$ cat src/rtl/alu_op_decoder.sv
// MIPS-style instruction decoder feeding the integer ALU. Registered outputs behind a
// two-entry skid buffer with a flopped in_ready and a saturating illegal-instruction counter.
module alu_op_decoder #(
  parameter int unsigned CNT_WIDTH = 16
) (
  input  logic                 clk,
  input  logic                 rst,
  input  logic                 flush,
  input  logic                 in_valid,
  output logic                 in_ready,
  input  logic [31:0]          in_instr,
  output logic                 out_valid,
  input  logic                 out_ready,
  output logic [5:0]           out_funct,
  output logic [4:0]           out_shamt,
  output logic [4:0]           out_rs_idx,
  output logic [4:0]           out_rt_idx,
  output logic [4:0]           out_rd_idx,
  output logic [31:0]          out_imm,
  output logic                 out_use_imm,
  output logic                 out_reg_write,
  output logic                 out_illegal,
  output logic [CNT_WIDTH-1:0] illegal_count
);

  localparam logic [5:0] FnAdd = 6'b100000;
  localparam logic [5:0] FnSub = 6'b100010;
  localparam logic [5:0] FnAnd = 6'b100100;
  localparam logic [5:0] FnOr  = 6'b100101;
  localparam logic [5:0] FnXor = 6'b100110;
  localparam logic [5:0] FnNor = 6'b100111;
  localparam logic [5:0] FnSll = 6'b000000;
  localparam logic [5:0] FnSrl = 6'b000010;
  localparam logic [5:0] FnSra = 6'b000011;

  typedef struct packed {
    logic [5:0]  funct;
    logic [4:0]  shamt;
    logic [4:0]  rs;
    logic [4:0]  rt;
    logic [4:0]  rd;
    logic [31:0] imm;
    logic        use_imm;
    logic        reg_write;
    logic        illegal;
  } dec_t;

  dec_t dec;
  dec_t main_q, main_d, skid_q, skid_d;
  logic main_valid_q, main_valid_d;
  logic skid_valid_q, skid_valid_d;
  logic ready_q;
  logic [CNT_WIDTH-1:0] cnt_q, cnt_d;

  logic [5:0] op;
  logic       accept;
  logic       legal;

  assign op     = in_instr[31:26];
  assign accept = in_valid & ready_q & ~flush;

  always_comb begin
    dec   = '0;
    legal = 1'b1;
    unique case (op)
      6'b000000: begin
        dec.funct     = in_instr[5:0];
        dec.shamt     = in_instr[10:6];
        dec.rs        = in_instr[25:21];
        dec.rt        = in_instr[20:16];
        dec.rd        = in_instr[15:11];
        dec.reg_write = (in_instr[15:11] != 5'd0);
        unique case (in_instr[5:0])
          FnAdd, FnSub, FnAnd, FnOr, FnXor, FnNor, FnSll, FnSrl, FnSra: legal = 1'b1;
          default: legal = 1'b0;
        endcase
      end
      6'b001000, 6'b001100, 6'b001101, 6'b001110, 6'b001111: begin
        dec.rs        = in_instr[25:21];
        dec.rd        = in_instr[20:16];
        dec.use_imm   = 1'b1;
        dec.reg_write = (in_instr[20:16] != 5'd0);
        dec.imm       = {16'h0000, in_instr[15:0]};
        unique case (op)
          6'b001000: begin
            dec.funct = FnAdd;
            dec.imm   = {{16{in_instr[15]}}, in_instr[15:0]};
          end
          6'b001100: dec.funct = FnAnd;
          6'b001101: dec.funct = FnOr;
          6'b001110: dec.funct = FnXor;
          default: begin
            dec.funct = FnOr;
            dec.rs    = 5'd0;
            dec.imm   = {in_instr[15:0], 16'h0000};
          end
        endcase
      end
      default: legal = 1'b0;
    endcase
    // Illegal entries carry a neutral, non-writing add so downstream needs no special case
    if (!legal) begin
      dec         = '0;
      dec.funct   = FnAdd;
      dec.illegal = 1'b1;
    end
  end

  always_comb begin
    main_d       = main_q;
    main_valid_d = main_valid_q;
    skid_d       = skid_q;
    skid_valid_d = skid_valid_q;
    if (flush) begin
      main_valid_d = 1'b0;
      skid_valid_d = 1'b0;
    end else if (main_valid_q && !out_ready) begin
      // Main held: a new entry can only land in the skid (in_ready implies skid empty)
      if (accept) begin
        skid_d       = dec;
        skid_valid_d = 1'b1;
      end
    end else if (skid_valid_q) begin
      main_d       = skid_q;
      main_valid_d = 1'b1;
      if (accept) begin
        skid_d = dec;
      end else begin
        skid_valid_d = 1'b0;
      end
    end else begin
      main_valid_d = accept;
      if (accept) main_d = dec;
    end
  end

  always_comb begin
    cnt_d = cnt_q;
    if (accept && dec.illegal && (cnt_q != {CNT_WIDTH{1'b1}})) begin
      cnt_d = cnt_q + {{(CNT_WIDTH-1){1'b0}}, 1'b1};
    end
  end

  always_ff @(posedge clk or posedge rst) begin
    if (rst) begin
      main_q       <= '0;
      skid_q       <= '0;
      main_valid_q <= 1'b0;
      skid_valid_q <= 1'b0;
      ready_q      <= 1'b1;
      cnt_q        <= '0;
    end else begin
      main_q       <= main_d;
      skid_q       <= skid_d;
      main_valid_q <= main_valid_d;
      skid_valid_q <= skid_valid_d;
      ready_q      <= ~skid_valid_d;
      cnt_q        <= cnt_d;
    end
  end

  assign in_ready      = ready_q;
  assign out_valid     = main_valid_q;
  assign out_funct     = main_q.funct;
  assign out_shamt     = main_q.shamt;
  assign out_rs_idx    = main_q.rs;
  assign out_rt_idx    = main_q.rt;
  assign out_rd_idx    = main_q.rd;
  assign out_imm       = main_q.imm;
  assign out_use_imm   = main_q.use_imm;
  assign out_reg_write = main_q.reg_write;
  assign out_illegal   = main_q.illegal;
  assign illegal_count = cnt_q;

endmodule
$ cat config.mk
export PLATFORM = sky130hd
export DESIGN_NAME = alu_op_decoder
export DESIGN_NICKNAME = d
export VERILOG_FILES = /design/src/rtl/alu_op_decoder.sv
export SDC_FILE = /design/constraint.sdc
export NUM_CORES = 1
export LEC_CHECK = 0
export CAP_MARGIN = 20
export CELL_PAD_IN_SITES_DETAIL_PLACEMENT = 0
export CELL_PAD_IN_SITES_GLOBAL_PLACEMENT = 2
export CORE_ASPECT_RATIO = 0.9
export CORE_MARGIN = 2
export CORE_UTILIZATION = 32
export DETAILED_ROUTE_END_ITERATION = 8
export PLACE_DENSITY = 0.82
export SLEW_MARGIN = 20
export SYNTH_ARGS = -nofsm -noshare
export SYNTH_HDL_FRONTEND = slang
export SYNTH_SLANG_ARGS = --single-unit
export TNS_END_PERCENT = 50
$ cat constraint.sdc
create_clock -name clk -period 6.3 [get_ports clk]
set_input_delay 1.89 -clock clk [delete_from_list [all_inputs] [get_ports clk]]
set_output_delay 1.89 -clock clk [all_outputs]
set_load 0.03 [all_outputs]
# Word level (Yosys, flattened, before mapping)
# Cells that the tools add are included.
[classes]
add_sub_neg = 1
multipliers = 0
n_div = 0
order_cmp = 0
n_eq_ne = 15
shift = 0
n_mux = 26
bitwise_logic = 5
reduce_logical = 16
[op_table]
columns = ["cell", "n"]
rows = [
  ["$mux W61", 6],
  ["$pmux W32 S2", 1],
  ["$eq A6 B6 Y1 const B", 6],
  ["$mux W33", 1],
  ["$eq A6 B4 Y1 const B", 5],
  ["$pmux W5 S2", 2],
  ["$add A16 B1 Y16 const B", 1],
  ["$ne A16 B16 Y1 const B", 1],
  ["$mux W5", 3],
  ["$eq A6 B2 Y1 const B", 2],
  ["$logic_not A6 Y1", 2],
  ["$pmux W6 S2", 1],
  ["$reduce_bool A5 Y1", 2],
  ["$mux W1", 9],
  ["$pmux W3 S3", 1],
  ["$reduce_or A9 Y1", 1],
  ["$reduce_or A5 Y1", 1],
  ["$pmux W1 S2", 2],
  ["$reduce_bool A2 Y1", 2],
  ["$reduce_or A4 Y1", 1],
  ["$logic_and A1 B1 Y1", 3],
  ["$not A1 Y1", 3],
  ["$reduce_and A3 Y1", 1],
  ["$reduce_or A3 Y1", 1],
  ["other kinds (4)", 5],
]
[word_totals]
ff_bits = 141
latchBits = 0
ramBits = 0
romBits = 0
inputBits = 37
output_inout_bits = 79
wordCells = 85
memories = 0

# Depth between registers and ports, before layout
# Gate-level depths: netlist of the first run.
[depth]
ltp_word = 8
mapped_depth = 7
mapped_depth_nobuf = 6

# Worst setup path before layout of the first run
# OpenSTA, ideal clock, no wires.
[synth_timing]
kind = "input -> register"
startpoint = "input in_instr[27]"
endpoint = "register cnt_q[15], in the netlist illegal_count[15]"
setup_time_ns = 0.125
t_arrival_ns = 3.221
t_required_ns = 6.175
slack_ns = 2.955
cell_stages = 5
n_path_buf = 0
path_cell_list = "nor3_1 > nand3b_1 > o211a_1 > nand4_1 > mux2_2"
[synth_between]
elab_chain_cells = 6
word_cells_on_any_way = 11
classes_between = "eq/ne (5); mux (2); reduce/logical (4)"
[synth_lines]
columns = ["element", "line_no", "text"]
rows = [
  ["start, declared", "11", "input logic [31:0] in_instr,"],
  ["$eq A6 B4 Y1", "65", "unique case (op)"],
  ["$reduce_or A5 Y1", "65", ""],
  ["$pmux W1 S2 (*)", "65", ""],
  ["$mux W61 (*)", "102", "if (!legal) begin"],
  ["$logic_and A1 B1 Y1 (*) (2 in a row)", "139", "if (accept && dec.illegal && (cnt_q != {CNT_WIDTH{1'b1}})) begin"],
  ["end signal, assigned", "158", "cnt_q <= cnt_d;"],
  ["end, declared", "53", "logic [CNT_WIDTH-1:0] cnt_q, cnt_d;"],
]
# Mark *: on every way between the ends. The rest lies on a longest branch, timed or not.
# A chain may end at the register's enable or synchronous reset.

# Final worst setup path of the first run
[layout_timing]
startpoint = "input in_instr[28]"
endpoint = "register skid_q[33] in the netlist's numbering"
[layout_between]
elab_chain_cells = 8
word_cells_on_any_way = 15
classes_between = "eq/ne (5); mux (7); reduce/logical (3)"
[layout_lines]
columns = ["element", "line_no", "text"]
rows = [
  ["$eq A6 B4 Y1", "65, 84", ""],
  ["$reduce_or A3 Y1 (no line)", "--", ""],
  ["$pmux W32 S2", "84", "unique case (op)"],
  ["$mux W33", "65", ""],
  ["$mux W61 (*)", "102", ""],
  ["$mux W61 (*)", "119, 126", ""],
  ["$mux W61", "123", "end else if (skid_valid_q) begin"],
  ["$mux W61 (*)", "117", "end else if (main_valid_q && !out_ready) begin"],
  ["end signal, assigned", "154", "skid_q <= skid_d;"],
  ["end, declared", "49", "dec_t main_q, main_d, skid_q, skid_d;"],
]
# Mark *: on every way between the ends. The rest lies on a longest branch, timed or not. The select of a mux whose other input is x is not followed.

==> results of run 1 <==
## tightest hold or removal path, delay by kind of cell (launching register included)
family | cells | cell delay [ns]
and+or+nand+nor | 2 | 0.10
DFF | 1 | 0.34
## layout make-up
cell class                 instances  area share [%]
timing repair buffer             123           14.41
sequential                       141           42.01
clock buffer                      22           5.642
inverter                          11          0.5806
clock inverter                     9           1.906
tap                              255           3.796
multi-input combinational        501           31.65
## metal layers
layer	share of wire, %	GRT usage (%)
met4	1.2	4.922
met1	48	25.55
met5	0	0
met3	5.2	3.918
met2	46	27.70
## flip-flops by register name, summed over array words and instances (netlist names), 5 cells and up
signal,cells
illegal_count,16
out_funct,6
out_imm,32
out_rd_idx,5
out_rs_idx,5
out_rt_idx,5
out_shamt,5
skid_q,61
## stage by stage
stage | utilization, % | power (mW) | hold WS [ns] | cell area (sq um)
floorplan | - | 1.284 | 0.4418 | 6400
global placement | 39.22 | 1.490 | 0.4500 | 7767
detailed placement | 39.22 | 1.495 | 0.4564 | 7767
CTS | 42.43 | 2.581 | 0.4698 | 8402
global route | 42.44 | 2.658 | 0.4840 | 8404
finish | 42.44 | 2.553 | 0.4634 | 8404
## placed cells by master, fill, tap and decap left out, drive strengths merged, types with 8 or more instances in the layout
cell type and n:
nand3 14, nor2 46, a21oi 88, nand2 115, and3 21, nand3b 16
clkdlybuf4s50 115, o21ai 119, nor3 11, o211ai 8, buf 8, inv 11
dfrtp 140, clkbuf 22
## how the worst max path moves through the flow
stage,slack (ns),start,endpoint
after floorplan,0.63,rst,illegal_count[0]$_DFFE_PP0P_
after global placement,1.91,in_instr[28],skid_q[33]$_DFFE_PP0P_
after detailed placement,1.87,in_instr[28],skid_q[33]$_DFFE_PP0P_
after CTS,2.31,in_instr[28],skid_q[33]$_DFFE_PP0P_
after global routing,2.09,in_instr[28],out_rs_idx[3]$_DFFE_PP0P_
final,2.27,in_instr[28],skid_q[33]$_DFFE_PP0P_
## power by group through the flow
stage	Combinational [mW]	Clock, mW	Sequential, mW
6_report	0.441	1.08	1.03
5_1_grt	0.473	1.14	1.04
4_1_cts	0.446	1.10	1.04
3_5_place_dp	0.444	0	1.05
3_3_place_gp	0.442	0	1.05
2_1_floorplan	0.131	0	1.15
## cells by family (layout without fill, tap and decap cells)
| kind of cell | after synthesis | count (layout) |
|---|---|---|
| AO/OA/AOI/OAI | 232 | 232 |
| multiplexers | 6 | 6 |
| XOR/XNOR | 8 | 8 |
| AND/OR/NAND/NOR | 252 | 252 |
| adder cells (fa/ha/maj) | 3 | 3 |
| buffers and inverters | 60 | 165 |
| flip-flops | 141 | 141 |
==> qor.yml, run 1 <==
die_w_microns: 153.1
seqCellArea_sq_um: 3531
die_height_microns: 138.2
finalNonFillerCells: 1062
regToRegEndpoint: "out_rs_idx[3]$_DFFE_PP0P_"
syn_area_sq_um: 6400
cts_buffers: 17
synth_cell_types: 49
worstPathRequired_ns: 6.63
finalWirelength_mm: 18.88
p_clk_share_pct: 42.2
cp.depth: 7
hold_violations: 0
switching_share_pct: 27.85
syn_avg_cell_area_sq_um: 9.117
outcome: "complete, no violations"
path_buf_inv: 3
dp_slack_ns: 1.873
yosysWarnings: 0
tightest_slew_ns: 1.069
crit_fanout: 40
grt_overflow_total: 0
cpMostUsedCell: "o21ai_0"
finalSetupViolCount: 0
vias: 5491
wl_per_cell_microns: 17.78
yosys.area_share.simple_pct: 18.51
clock_sinks: 141
worstPathArrival_ns: 4.36
syn_nets: 740
drt-initial-drc-count: 420
synth_top_area_cell: "dfrtp_1"
cp_slowest_cell: "nor2_4"
internal_power_mw: 1.842
finalClockSkew_ns: 0.005465
ys_seq_area_share_pct: 55.15
synth.area.top_cells: "dfrtp_1 55%, o21ai_0 9.1%, a21oi_1 6.9%"
p_leak_nw: 3.529
root_buffer: "clkbuf_16"
io_pins: 116
fin_crit_ns: 4.033
slew_violations: 0
worstPathCellList: "clkdlybuf4s50_1 > inv_1 > maj3_1 > nor2_4 > buf_4 > o21ai_0 > o21ai_0"
cts_buffer_depth: 2
row_count: 49
startpoint_type: "input pin"
grt_antenna_before_repair: 0
synth_most_common_cell: "dfrtp_1"
netSwitchingPower_uw: 711.1
postCtsSetupBuffers: 0
worst_slack_ns: 2.267
cts_hold_buf: 0
peakVddDrop_mv: 0.2161
cp_slowest_stage_delay_ns: 0.63
postSynthCellCount: 702
nNetsFinal: 833
synthMuxAreaShare_pct: 1.056
hold_class: "flip-flop to flip-flop"
yosys.area.top_type_share_pct: 54.74
synth_top_family_by_area: "compound AO/OA/AOI/OAI gates"
numPortBuffers: 115
hold_start: "out_funct[3]$_DFFE_PP0P_"
drc: 0
grt_pass1_vias: 5272
max_freq_mhz: 247.9
synth_compound_area_share_pct: 20.00
drive_above_1_share_pct: 7.063
nFillCells: 1941
postSynth.asyncResetShare_pct: 100.0
seqPwrFrac_pct: 40.5
rsz0062_at_grt: "false"
relSlewSlack_pct: 28.75
synth_edf_count: 0
ys_ff_latch: 141
path_class: "input pin to flip-flop"
rrSetupSlack_ns: 3.41
areaGrowthSynthToFinish_pct: 31.32
cts_resized: 0
synth_xor_area_share_pct: 1.095
clk_pin_slew_ns: 0.06
min_to: "out_funct[3]$_DFFE_PP0P_"
post-route-period-util_pct: 64.02
final_antenna_net_count: 0
grt_max_degree: 121
cts_tree: "built"
dp_cells: 1031
hpwl_mm: 12.09
antenna_cells: 0
crit_family: "buffers and inverters"
yosys_most_used_dff: "dfrtp_1"
reg2regPathDepth: 8
multi_input_area_sq_um: 2660
synthAdderAreaFrac_pct: 0.5083
endpoint_kind: "flip-flop"
pwr-share-comb_pct: 17.3
drt_pre_antenna_iters: 5
holdPathStages: 2
setup-tns-final_ns: 0
htree_levels: 4
track_usage_pct: 17.93
worstReg2RegStart: "skid_valid_q$_DFF_PP0_"
core-area_sq_um: 19800
clock_latency_ns: 0.42
grt_pass1_wl_mm: 30.04
power_density_nw_per_um2: 303.8
fp.dieArea_sq_um: 21150
gp_congestion: 0.8294
yosys-top-cells-count: "140 x dfrtp_1, 116 x o21ai_0, 115 x nand2_1"
initial_core_util_pct: 32.32
via_per_inst: 5.170
drv_cap: 0
No activity file was read; power rests on OpenSTA's default activity.
==> run 2, diff against run 1 <==
--- a/config.mk
+++ b/config.mk
@@ -10,9 +10,9 @@
 export CELL_PAD_IN_SITES_GLOBAL_PLACEMENT = 2
 export CORE_ASPECT_RATIO = 0.9
 export CORE_MARGIN = 2
-export CORE_UTILIZATION = 32
+export CORE_UTILIZATION = 29
 export DETAILED_ROUTE_END_ITERATION = 8
-export PLACE_DENSITY = 0.82
+export PLACE_DENSITY = 0.78
 export SLEW_MARGIN = 20
 export SYNTH_ARGS = -nofsm -noshare
 export SYNTH_HDL_FRONTEND = slang
==> constraint.sdc (replaced) <==
create_clock -name clk -period 3.59 [get_ports clk]
set_input_delay 1.077 -clock clk [delete_from_list [all_inputs] [get_ports clk]]
set_output_delay 1.077 -clock clk [all_outputs]
set_load 0.03 [all_outputs]
==> run 2 against run 1 <==
Effect of this change: largest cell class unchanged; clock power up 77%; sequential share of layout area down 1.2 points; register-to-register slack worse by 2.2 ns; utilization down 2.5 points; non-clock buffer count up 22; flip-flop and latch count unchanged; critical path depth down 1; via count up 1.8%; count of clock-buffer cells in the layout unchanged; power up 78%.
==> qor.yml, run 2 (synthesized netlist as in run 1, its figures left out) <==
row_count: 51
nFillCells: 2102
areaGrowthSynthToFinish_pct: 35.15
hold_class: "flip-flop to flip-flop"
regMostFlops: "skid_q"
clock_sinks: 141
initial_core_util_pct: 29.59
track_usage_pct: 17.77
setup-tns-final_ns: 0
drive_above_1_share_pct: 9.639
finalClockSkew_ns: 0.009703
hold_start: "skid_q[57]$_DFFE_PP0P_"
hold_ws_ns: 0.4703
startpoint_type: "input pin"
grt_max_degree: 98
wl_per_cell_microns: 18.29
slew_violations: 0
cts_buffer_depth: 2
grt_overflow_total: 0
worstReg2RegStart: "skid_valid_q$_DFF_PP0_"
mostFrequentLayoutCells: "139 x dfrtp_1, 116 x o21ai_0, 115 x nand2_1, 115 x clkdlybuf4s50_1, 88 x a21oi_1"
hpwl_mm: 13.71
finalSetupViolCount: 0
finalWirelength_mm: 20.51
postCtsSetupBuffers: 0
path_class: "input pin to flip-flop"
reg2regPathDepth: 5
drt_pre_antenna_iters: 5
post-route-period-util_pct: 80.08
core-area_sq_um: 21630
drt-initial-drc-count: 448
htree_levels: 4
p_leak_nw: 3.652
cp-startpoint: "in_instr[28]"
max_freq_mhz: 347.9
numPortBuffers: 115
regToRegEndpoint: "out_imm[5]$_DFFE_PP0P_"
via_per_inst: 4.988
crit_fanout: 8
hold_violations: 0
nNetsFinal: 855
largest_reg_flops: 61
relSlewSlack_pct: 49.13
root_buffer: "clkbuf_16"
drc: 0
clk_pin_slew_ns: 0.06
post-route-util_pct: 39.99
power_density_nw_per_um2: 525.0
holdPathStages: 2
final_common_cell: "dfrtp_1"
die_height_microns: 144.9
clock_latency_ns: 0.42
tightest_slew_ns: 0.7601
vias: 5591
worstPathRequired_ns: 3.89
fp.dieArea_sq_um: 23270
switching_share_pct: 28.39
cts_resized: 0
crit_path_end: "illegal_count[14]$_DFFE_PP0P_"
rrSetupSlack_ns: 1.18
outcome: "complete, no violations"
p_clk_share_pct: 42.0
seqPwrFrac_pct: 40.3
fin_crit_ns: 2.875
endpoint_kind: "flip-flop"
cts_hold_buf: 0
io_pins: 116
antenna_cells: 0
rsz0062_at_grt: "false"
worstPathArrival_ns: 3.18
netSwitchingPower_mw: 1.289
pwr-share-comb_pct: 17.7
internal_power_mw: 3.252
grt_pass1_vias: 5373
grt_antenna_before_repair: 0
peakVddDrop_mv: 0.3319
gp_congestion: 0.7552
drv_cap: 0
cts_buffers: 17
final_antenna_net_count: 0
cts_tree: "built"
grt_pass1_wl_mm: 31.96
die_w_microns: 160.6
==> run 2: metrics by stage <==
step,power [mW],std cells,setup slack (ns),instance area [sq um]
global route,4.724,1121,0.5577,8650
CTS,4.584,1121,0.7487,8650
floorplan,2.255,702,0.7507,6404
global placement,2.652,1089,0.3895,8014
detailed placement,2.668,1089,0.2943,8014
finish,4.541,1121,0.7152,8650
==> run 2: worst min path at each step <==
| stage | slack [ns] | endpoint |
|---|---|---|
| 6_report | 0.47 | skid_q[57]$_DFFE_PP0P_ |
| 5_1_grt | 0.49 | skid_q[49]$_DFFE_PP0P_ |
| 4_1_cts | 0.48 | skid_q[40]$_DFFE_PP0P_ |
| 3_5_place_dp | 0.46 | skid_q[57]$_DFFE_PP0P_ |
| 3_3_place_gp | 0.45 | out_funct[3]$_DFFE_PP0P_ |
| 2_1_floorplan | 0.44 | skid_q[35]$_DFFE_PP0P_ |
==> run 2: per-layer routing <==
| layer | track usage [%] | up-vias | wire [microns] |
|---|---|---|---|
| met4 | 5.135 | 0 | 293 |
| met5 | 0 | - | 0 |
| met1 | 25.96 | 2714 | 10010 |
| met3 | 4.345 | 21 | 1226 |
| met2 | 26.01 | 194 | 8978 |
| li1 | - | 2662 | - |
==> run 2: critical path, stage by stage <==
cell	delay, ns
clkdlybuf4s50_1	0.52
nor3_1	0.36
nand3b_1	0.32
o211a_1	0.41
nand4_1	0.15
mux2_2	0.33
==> run 2: power by group through the flow <==
stage               clock network, mW  logic (mW)  registers, mW
floorplan                           0       0.230           2.02
global placement                    0       0.798           1.85
detailed placement                  0       0.810           1.86
global route                     2.02       0.863           1.85
CTS                              1.94       0.814           1.83
finish                           1.91       0.805           1.83
==> run 2: cell type report <==
| cell class | count | area (sq um) | area share (%) |
|---|---|---|---|
| Multi-Input combinational cell | 501 | 2660 | 30.75 |
| Clock buffer | 22 | 474.2 | 5.482 |
| Tap cell | 291 | 364.1 | 4.209 |
| Sequential cell | 141 | 3531 | 40.82 |
| Inverter | 11 | 45.04 | 0.5208 |
| Timing Repair Buffer | 145 | 1414 | 16.35 |
| Clock inverter | 10 | 161.4 | 1.866 |
